`config.mk`:
```
export PLATFORM = sky130hd
export DESIGN_NAME = alu4_arb
export DESIGN_NICKNAME = d
export VERILOG_FILES = /design/src/rtl/alu4_pkg.sv /design/src/rtl/alu4_core.sv /design/src/rtl/alu4_arb.sv
export SDC_FILE = /design/constraint.sdc
export NUM_CORES = 1
export LEC_CHECK = 0
export ABC_AREA = 0
export CORE_UTILIZATION = 25
export DETAILED_ROUTE_END_ITERATION = 10
export GPL_ROUTABILITY_DRIVEN = 1
export PLACE_DENSITY_LB_ADDON = 0.15
export SLEW_MARGIN = 20
export SYNTH_ARGS = -nofsm -noshare
export SYNTH_HDL_FRONTEND = slang
export SYNTH_SLANG_ARGS = --single-unit
```
`constraint.sdc`:
```
create_clock -name clk -period 5.3 [get_ports clk]
set_input_delay 0.795 -clock clk [delete_from_list [all_inputs] [get_ports clk]]
set_output_delay 0.795 -clock clk [all_outputs]
set_load 0.01 [all_outputs]
```
`src/rtl/alu4_pkg.sv`:
```
// Shared definitions for the two-port ALU arbiter: op codes, flag bit positions
// and the arbiter state/debug types.
package alu4_pkg;

  localparam logic [2:0] OP_ADD = 3'b000;
  localparam logic [2:0] OP_SUB = 3'b001;
  localparam logic [2:0] OP_NOT = 3'b010;
  localparam logic [2:0] OP_AND = 3'b011;
  localparam logic [2:0] OP_OR  = 3'b100;
  localparam logic [2:0] OP_XOR = 3'b101;
  localparam logic [2:0] OP_SLT = 3'b110;
  localparam logic [2:0] OP_SEQ = 3'b111;

  localparam int FLG_ZERO  = 3;
  localparam int FLG_OVF   = 2;
  localparam int FLG_CARRY = 1;
  localparam int FLG_SIZE  = 0;

  typedef enum logic {
    ARB_RR   = 1'b0,
    ARB_LOCK = 1'b1
  } arb_state_e;

  // Arbiter state exported for checkers: FSM state, lock owner, priority pointer.
  typedef struct packed {
    arb_state_e state;
    logic       owner;
    logic       ptr;
  } arb_dbg_t;

endpackage

```
`src/rtl/alu4_core.sv`:
```
// Combinational 4-bit ALU. Subtracting ops (SUB/SLT/SEQ) share the adder by
// feeding ~b with a forced carry-in of 1.
module alu4_core
  import alu4_pkg::*;
(
  input  logic [2:0] op,
  input  logic [3:0] a,
  input  logic [3:0] b,
  input  logic       cin,
  output logic [3:0] result,
  output logic [3:0] flags
);

  logic       sub;
  logic [3:0] b_eff;
  logic       c_eff;
  logic [4:0] sum;
  logic       ovf;

  always_comb begin
    sub    = (op == OP_SUB) || (op == OP_SLT) || (op == OP_SEQ);
    b_eff  = sub ? ~b : b;
    c_eff  = sub ? 1'b1 : cin;
    sum    = {1'b0, a} + {1'b0, b_eff} + {4'b0000, c_eff};
    ovf    = (a[3] == b_eff[3]) && (sum[3] != a[3]);
    result = sum[3:0];
    flags  = '0;
    case (op)
      OP_ADD, OP_SUB: begin
        flags[FLG_OVF]   = ovf;
        flags[FLG_CARRY] = sum[4];
      end
      OP_SLT: begin
        flags[FLG_OVF]   = ovf;
        flags[FLG_CARRY] = sum[4];
        flags[FLG_SIZE]  = sum[3] ^ ovf;
      end
      OP_SEQ: begin
        flags[FLG_OVF]   = ovf;
        flags[FLG_CARRY] = sum[4];
        flags[FLG_SIZE]  = (a == b);
      end
      OP_NOT:  result = ~a;
      OP_AND:  result = a & b;
      OP_OR:   result = a | b;
      OP_XOR:  result = a ^ b;
      default: result = sum[3:0];
    endcase
    flags[FLG_ZERO] = (result == 4'h0);
  end

endmodule

```
`src/rtl/alu4_arb.sv`:
```
// Round-robin arbiter sharing one alu4_core between two requesters, with a
// one-entry registered response slot per requester and an optional ownership lock.
module alu4_arb
  import alu4_pkg::*;
#(
  parameter int RR_INIT = 0
)(
  input  logic            clk,
  input  logic            rst,
  input  logic [1:0]      req_valid_i,
  output logic [1:0]      req_ready_o,
  input  logic [1:0][2:0] req_op_i,
  input  logic [1:0][3:0] req_a_i,
  input  logic [1:0][3:0] req_b_i,
  input  logic [1:0]      req_cin_i,
  input  logic [1:0]      req_lock_i,
  output logic [1:0]      rsp_valid_o,
  input  logic [1:0]      rsp_ready_i,
  output logic [1:0][3:0] rsp_result_o,
  output logic [1:0][3:0] rsp_flags_o,
  output arb_dbg_t        dbg_o
);

  localparam logic PTR_RST = (RR_INIT != 0);

  arb_state_e state_q, state_d;
  logic       owner_q, owner_d;
  logic       ptr_q, ptr_d;
  logic [1:0] elig;
  logic [1:0] grant;
  logic       sel;

  logic [2:0] alu_op;
  logic [3:0] alu_a, alu_b, alu_result, alu_flags;
  logic       alu_cin;

  // Handshake: a request transfers when valid & ready in the same cycle; ready
  // is the one-hot grant and may depend on valid. A response is consumed when
  // rsp_valid & rsp_ready; a consumer freeing the slot lets a new grant land in
  // that same cycle.
  always_comb begin
    state_d = state_q;
    owner_d = owner_q;
    ptr_d   = ptr_q;
    grant   = '0;
    elig    = req_valid_i & (~rsp_valid_o | rsp_ready_i);
    if (!rst) begin
      if (state_q == ARB_LOCK) begin
        grant[owner_q] = elig[owner_q];
      end else if (elig == 2'b11) begin
        grant[ptr_q] = 1'b1;
      end else begin
        grant = elig;
      end
    end
    sel = grant[1];
    if (grant != 2'b00) begin
      if (req_lock_i[sel]) begin
        state_d = ARB_LOCK;
        owner_d = sel;
      end else begin
        state_d = ARB_RR;
        ptr_d   = ~sel;
      end
    end
  end

  always_ff @(posedge clk) begin
    if (rst) begin
      state_q <= ARB_RR;
      owner_q <= 1'b0;
      ptr_q   <= PTR_RST;
    end else begin
      state_q <= state_d;
      owner_q <= owner_d;
      ptr_q   <= ptr_d;
    end
  end

  assign req_ready_o = grant;

  assign alu_op  = req_op_i[sel];
  assign alu_a   = req_a_i[sel];
  assign alu_b   = req_b_i[sel];
  assign alu_cin = req_cin_i[sel];

  alu4_core u_core (
    .op     (alu_op),
    .a      (alu_a),
    .b      (alu_b),
    .cin    (alu_cin),
    .result (alu_result),
    .flags  (alu_flags)
  );

  // A reload wins over a drain so back-to-back operations keep valid high.
  always_ff @(posedge clk) begin
    if (rst) begin
      rsp_valid_o  <= '0;
      rsp_result_o <= '0;
      rsp_flags_o  <= '0;
    end else begin
      for (int i = 0; i < 2; i++) begin
        if (grant[i]) begin
          rsp_valid_o[i]  <= 1'b1;
          rsp_result_o[i] <= alu_result;
          rsp_flags_o[i]  <= alu_flags;
        end else if (rsp_ready_i[i]) begin
          rsp_valid_o[i] <= 1'b0;
        end
      end
    end
  end

  assign dbg_o.state = state_q;
  assign dbg_o.owner = owner_q;
  assign dbg_o.ptr   = ptr_q;

endmodule

```
# Word level (Yosys, flattened, before mapping)

Index checks and enable logic that the tools add are counted.

Register bits after elaboration: 21
Bits of input ports: 32
Output and inout port bits: 23
Logic and storage cells: 81

Add/sub/neg operators: 2
Magnitude comparators: 5
Equal/unequal tests: 11
Mux-type cells: 29
Bitwise logic cells: 12
Reduce and logical (&&, ||, !) cells: 13

Operators with widths:

| cell                                                                          | count |
|---|---|
| 4-bit 2-to-1 mux                                                              | 5 |
| 4-bit case mux with 4 select lines                                            | 1 |
| 1-bit 2-to-1 mux                                                              | 14 |
| 3-bit equality test (second input constant)                                   | 4 |
| 2-bit 2-to-1 mux                                                              | 4 |
| 4-bit NOT                                                                     | 2 |
| 3-bit by 2-bit equality test with 1-bit output (second input constant)        | 2 |
| 1-bit by 2-bit less-than comparator with 1-bit output (second input constant) | 3 |
| 3-bit 2-to-1 mux                                                              | 2 |
| 2-bit nonzero test                                                            | 3 |
| 4-bit by 4-bit adder with 5-bit output                                        | 1 |
| 5-bit by 1-bit adder with 5-bit output                                        | 1 |
| 2-bit AND                                                                     | 2 |
| 4-bit AND                                                                     | 1 |
| 4-bit equality test                                                           | 1 |
| 4-bit zero test                                                               | 1 |
| 4-bit bitwise OR                                                              | 1 |
| 2-bit AND reduction                                                           | 2 |
| 4-bit OR reduction                                                            | 1 |
| 4-bit XOR                                                                     | 1 |
| 3-bit by 1-bit equality test with 1-bit output (second input constant)        | 1 |
| 1-bit logical AND                                                             | 3 |
| 3-bit zero test                                                               | 1 |
| 1-bit demux with 1-bit select                                                 | 2 |
| 10 further kinds                                                              | 13 |

# Longest topological paths before layout

Word-level depth: 20
Mapped depth: 17

# Hierarchy

Synthesis repeated with hierarchy kept, for this count alone.

Cells, all modules: 207
Area, all modules: 1729.2 um^2

Modules (own cells, without submodules):

| module    | times used | cells each | area each (um^2) | sequential area each (um^2) |
|---|---|---|---|---|
| alu4_arb  | 1          | 122        | 1086.0           | 420.4 |
| alu4_core | 1          | 85         | 643.1            | 0.0 |

# Worst setup path before layout

Ideal clock, no wire load.

Path type: input to register
Start point: input rsp_ready_i[1]
End point: register rsp_flags_o[3] (netlist bit)
Library setup time: 0.068 ns
Arrival time: 4.050 ns
Required time: 5.232 ns
Setup slack: 1.182 ns
Stages: 17
Path through: nand2b_1 and4b_4 nand2_4 inv_2 buf_2 a211oi_1 a31o_2 clkbuf_1 xnor2_1 fa_1 inv_1 fa_1 inv_1 or2_2 o221a_2 or4b_4 o21ai_2

Longest elaborated chain between the ends: 17
Elaborated cells between the ends (all ways): 37
Classes of those cells: 2 x add/sub; 8 x eq/ne; 16 x mux; 8 x bitwise; 3 x reduce/logical

RTL lines:

| what                                                                                         | RTL line        | text |
|---|---|---|
| from (decl)                                                                                  | alu4_arb.sv:18  | `input logic [1:0] rsp_ready_i,` |
| 2-bit bitwise OR (*)                                                                         | alu4_arb.sv:46  | `elig = req_valid_i & (~rsp_valid_o \| rsp_ready_i);` |
| 2-bit AND (*)                                                                                | alu4_arb.sv:46  |  |
| 1-bit 2-to-1 mux (implied by the code) (2 in series)                                         | alu4_arb.sv:49  | `grant[owner_q] = elig[owner_q];` |
| 2-bit AND (no line)                                                                          | --              |  |
| 2-bit 2-to-1 mux (*)                                                                         | alu4_arb.sv:48  | `if (state_q == ARB_LOCK) begin` |
| 2-bit 2-to-1 mux (*)                                                                         | alu4_arb.sv:47  | `if (!rst) begin` |
| via req_ready_o[1]                                                                           | alu4_arb.sv:11  | `output logic [1:0] req_ready_o,` |
| 3-bit 2-to-1 mux (implied by the code) (2 in series)                                         | alu4_arb.sv:82  | `assign alu_op = req_op_i[sel];` |
| 3-bit by 1-bit equality test with 1-bit output / 3-bit equality test (equally long branches) | alu4_core.sv:21 | `sub = (op == OP_SUB) \|\| (op == OP_SLT) \|\| (op == OP_SEQ);` |
| 1-bit logical OR (2 in series)                                                               | alu4_core.sv:21 |  |
| 4-bit 2-to-1 mux                                                                             | alu4_core.sv:22 | `b_eff = sub ? ~b : b;` |
| 4-bit by 4-bit adder with 5-bit output                                                       | alu4_core.sv:24 | `sum = {1'b0, a} + {1'b0, b_eff} + {4'b0000, c_eff};` |
| 5-bit by 1-bit adder with 5-bit output                                                       | alu4_core.sv:24 |  |
| 4-bit case mux with 4 select lines (*)                                                       | alu4_core.sv:28 | `case (op)` |
| 4-bit zero test (*)                                                                          | alu4_core.sv:49 | `flags[FLG_ZERO] = (result == 4'h0);` |
| to (signal, indexed assignment)                                                              | alu4_arb.sv:107 | `rsp_flags_o[i] <= alu_flags;` |
| to (decl)                                                                                    | alu4_arb.sv:20  | `output logic [1:0][3:0] rsp_flags_o,` |

The timed path passes the listed nets; every way through them passes the cells marked *. The select of a mux whose other input is x is not followed.
A chain may end at the register's enable or synchronous reset.

# Worst setup path in the final report

Start point: input rsp_ready_i[1]
End point: register rsp_flags_o[3] (netlist bit)

Longest elaborated chain between the ends: 17
Elaborated cells between the ends (all ways): 37
Classes of those cells: 2 x add/sub; 8 x eq/ne; 16 x mux; 8 x bitwise; 3 x reduce/logical

RTL lines:

| what                                                                                         | RTL line |
|---|---|
| 2-bit bitwise OR (*)                                                                         | alu4_arb.sv:46 |
| 2-bit AND (*)                                                                                | alu4_arb.sv:46 |
| 1-bit 2-to-1 mux (implied by the code) (2 in series)                                         | alu4_arb.sv:49 |
| 2-bit AND (no line)                                                                          | -- |
| 2-bit 2-to-1 mux (*)                                                                         | alu4_arb.sv:48 |
| 2-bit 2-to-1 mux (*)                                                                         | alu4_arb.sv:47 |
| 3-bit 2-to-1 mux (implied by the code) (2 in series)                                         | alu4_arb.sv:82 |
| 3-bit by 1-bit equality test with 1-bit output / 3-bit equality test (equally long branches) | alu4_core.sv:21 |
| 1-bit logical OR (2 in series)                                                               | alu4_core.sv:21 |
| 4-bit 2-to-1 mux                                                                             | alu4_core.sv:22 |
| 4-bit by 4-bit adder with 5-bit output                                                       | alu4_core.sv:24 |
| 5-bit by 1-bit adder with 5-bit output                                                       | alu4_core.sv:24 |
| 4-bit case mux with 4 select lines                                                           | alu4_core.sv:28 |
| 4-bit zero test                                                                              | alu4_core.sv:49 |

Every way passes the cells marked *; elsewhere a longest branch is shown, timed or not. The select of a mux whose other input is x is not followed.

==> results_dict.tcl <==
set metrics [dict create \
    async_reset_ff_share_pct 0 \
    ys_types 49 \
    synth-edff-count 0 \
    maxCapViolCount 0 \
    first_pass_iters 4 \
    die_area_sq_mm 0.00724 \
    placed_area_sq_mm 0.00231 \
    crit_slowest_cell "or4b_4" \
    worst_pin_slew_ns 0.530 \
    hold_buffers 0 \
    cts_sinks 21 \
    totalWireLength_microns 4770 \
    drive_above_1_share_pct 9.13 \
    route.detailed.drc 0 \
    nets 309 \
    clk_latency_ns 0.26 \
    outcome "complete, no violations" \
    clock-root-buffer "clkbuf_8" \
    r2r_end "rsp_flags_o[3]$_SDFFE_PP0P_" \
    io_buffers 54 \
    n_antenna_cell 0 \
    start_util_pct 26.6 \
    cts.clk_slew.worst_paths_ns 0.08 \
    mappedNetlistArea_sq_mm 0.00173 \
    hold_viol 0 \
    syn_nets 259 \
    finalCritPeriodShare_pct 80.4 \
    hp-class "reg -> reg" \
    track_usage_pct 13.8 \
    first_global_vias 1640 \
    fin_ws_ns 1.04 \
    fp-row-count 29 \
    die_h_microns 85.1 \
    max_stage_delay_ns 0.56 \
    grt_overflow 0 \
    htree_levels 1 \
    cp_cell_sequence "clkdlybuf4s50_1 -> nand2b_1 -> and4b_4 -> nand2_4 -> inv_2 -> a211oi_1 -> a31o_2 -> xnor2_1 -> fa_1 -> inv_1 -> fa_1 -> inv_1 -> or2_2 -> o221a_2 -> or4b_4 -> o21ai_2" \
    critPathTopFamily "simple AND/OR/NAND/NOR gates" \
    antenna_found_initial 0 \
    finalWeightedCongestion 0.806 \
    setup_viol 0 \
    min_path_cells 2 \
    max-clock-path-buffers 2 \
    vias 1669 \
    pin_count 55 \
    cts_resized 0 \
    power_leakage_nw 0.957 \
    setup_tns_ns 0 \
    holdPathEnd "rsp_result_o[7]$_SDFFE_PP0N_" \
    stdcell_area_sq_mm 0.00236 \
    die_x_microns 85.1 \
    arrival_ns 4.46 \
    cts_buffers 3 \
    tritoncts "done" \
    powerDensity_mw_per_mm2 234 \
    cts_setup_buffers 0 \
    period_needed_ns 4.26 \
    ys_seq_elements 21 \
    finish.utilization_pct 36.4 \
    dp_cells 336 \
    synth_area_per_cell_sq_um 8.06 \
    ff2ff_setup_slack_ns 1.66 \
    cp-start-kind "primary input" \
    hold_start "rsp_result_o[7]$_SDFFE_PP0N_" \
    finClkSkew_ns 0.00601 \
    synth_ff_type "dfxtp_1" \
    wl_per_cell_microns 14.0 \
    crit_path_max_fanout 13 \
    ant_nets 0 \
    path_class "in -> reg" \
    dp_hpwl_microns 3810 \
    grt_max_degree 23 \
    required_ns 5.50 \
    first_iter_violations 69 \
    grt_pass1_wl_microns 7960 \
    reg2reg_depth 15 \
    syn_to_final_growth_pct 37.0 \
    rsz0062_at_grt "no" \
    ys_seq_area_share_pct 24.4 \
    ir_drop_v 0.000114 \
    synth_warnings 0 \
    dp_slack_ns 0.790 \
    viasPerCell 4.91 \
    syn_inst 214 \
    r2r-start "owner_q$_SDFFE_PP0P_" \
    max_freq_mhz 235 \
    crit_buf_inv 4 \
    relSlewSlack_pct 63.6 \
    cp-end-kind "flop" \
    core_area_sq_mm 0.00649 \
    final_cells 340 \
    slew_violations 0 \
]
cell usage after synthesis (2+ instances only):
cell type / n / area [sq um]
a211oi_1: 4 / 30.0
a21oi_1: 16 / 80.1
a31oi_1: 3 / 18.8
and3_1: 2 / 12.5
and4_1: 2 / 17.5
buf_2: 2 / 10.0
buf_4: 3 / 22.5
clkbuf_1: 5 / 18.8
dfxtp_1: 21 / 420
fa_1: 2 / 40.0
ha_1: 11 / 138
inv_1: 13 / 48.8
inv_2: 2 / 7.51
mux2_4: 2 / 30.0
mux2i_1: 14 / 140
nand2_1: 30 / 113
nand2b_1: 4 / 25.0
nand3_1: 2 / 10.0
nand3b_1: 4 / 30.0
nand4_1: 2 / 12.5
nor2_1: 18 / 67.6
nor2b_1: 8 / 50.1
nor3_1: 3 / 15.0
nor4_1: 3 / 18.8
o21ai_0: 6 / 30.0
o21ai_2: 2 / 17.5
o221a_2: 2 / 22.5
or3_1: 2 / 12.5
xnor2_1: 6 / 52.6
through the flow:
| stage | hold WS [ns] | power [mW] |
|---|---|---|
| floorplan | 0.476 | 0.355 |
| global placement | 0.446 | 0.451 |
| detailed placement | 0.451 | 0.448 |
| CTS | 0.462 | 0.557 |
| global route | 0.481 | 0.594 |
| finish | 0.459 | 0.552 |
routing by layer:
layer	part of all wire, %	track usage, %
met1	49	18.5
met3	4.9	2.82
met2	46	23.5
met5	0	0
met4	0.31	1.54
logic make-up (layout without fill, tap and decap cells):
logic type | after synthesis | in the layout | share of synthesized area [%]
AOI/OAI and AO/OA | 44 | 44 | 18.2
adders and majority gates | 13 | 13 | 10.3
and+or+nand+nor | 86 | 86 | 25.9
muxes | 18 | 18 | 11.3
xor gates and xnor gates | 6 | 6 | 3.05
buffers and inverters | 26 | 75 | 6.89
DFF | 21 | 21 | 24.4
state kept, by name, indices dropped and copies added, names as in the netlist:
name / flops
rsp_valid_o: 2
rsp_result_o: 8
rsp_flags_o: 8
owner_q: 1
ptr_q: 1
state_q: 1
report_power, final:
part	internal (mW)	switching (mW)	leakage, nW
clock	0.0531	0.0559	0.0217
combinational	0.129	0.133	0.764
sequential	0.172	0.00878	0.171
total	0.355	0.198	0.957
worst max path at each step:
stage | start | cells after the start | to
after floorplan | rsp_ready_i[1] | 17 | rsp_flags_o[3]$_SDFFE_PP0P_
after global placement | rsp_ready_i[1] | 16 | rsp_flags_o[3]$_SDFFE_PP0P_
after detailed placement | rsp_ready_i[1] | 16 | rsp_flags_o[7]$_SDFFE_PP0N_
after CTS | rsp_ready_i[1] | 16 | rsp_flags_o[3]$_SDFFE_PP0P_
after global routing | rsp_ready_i[1] | 16 | rsp_flags_o[7]$_SDFFE_PP0N_
final | rsp_ready_i[1] | 16 | rsp_flags_o[3]$_SDFFE_PP0P_
final cells by class:
type,count,area [sq um]
sequential,21,420
clock inverter,1,7.51
fill,688,4130
timing repair buffer,56,556
tap,77,96.3
multi-input combinational,167,1190
clock buffer,3,41.3
inverter,15,56.3
worst min-delay path, delay by kind of cell (launching register included):
| kind | cells | cell delay (ns) |
|---|---|---|
| flip-flops | 1 | 0.32 |
| AO/OA/AOI/OAI | 1 | 0.05 |
| AND/OR/NAND/NOR | 1 | 0.05 |
layout by cell type, fill, tap and decap left out, types with 2 or more instances in the layout:
cell             instances
nor4_1                   3
xnor2_1                  6
mux2_4                   2
clkdlybuf4s50_1         54
nor2_1                  18
and4_1                   2
o21ai_0                  6
nand2b_1                 4
fa_1                     2
buf_4                    2
nor2b_1                  8
o221a_2                  2
inv_1                   13
nand4_1                  2
nand2_1                 30
or3_1                    2
mux2i_1                 14
nand3b_1                 4
nand3_1                  2
clkbuf_8                 3
nor3_1                   3
a21oi_1                 16
and3_1                   2
o21ai_2                  2
ha_1                    11
a211oi_1                 4
dfxtp_1                 21
a31oi_1                  3
inv_2                    2
No activity file was read; power rests on OpenSTA's default activity.
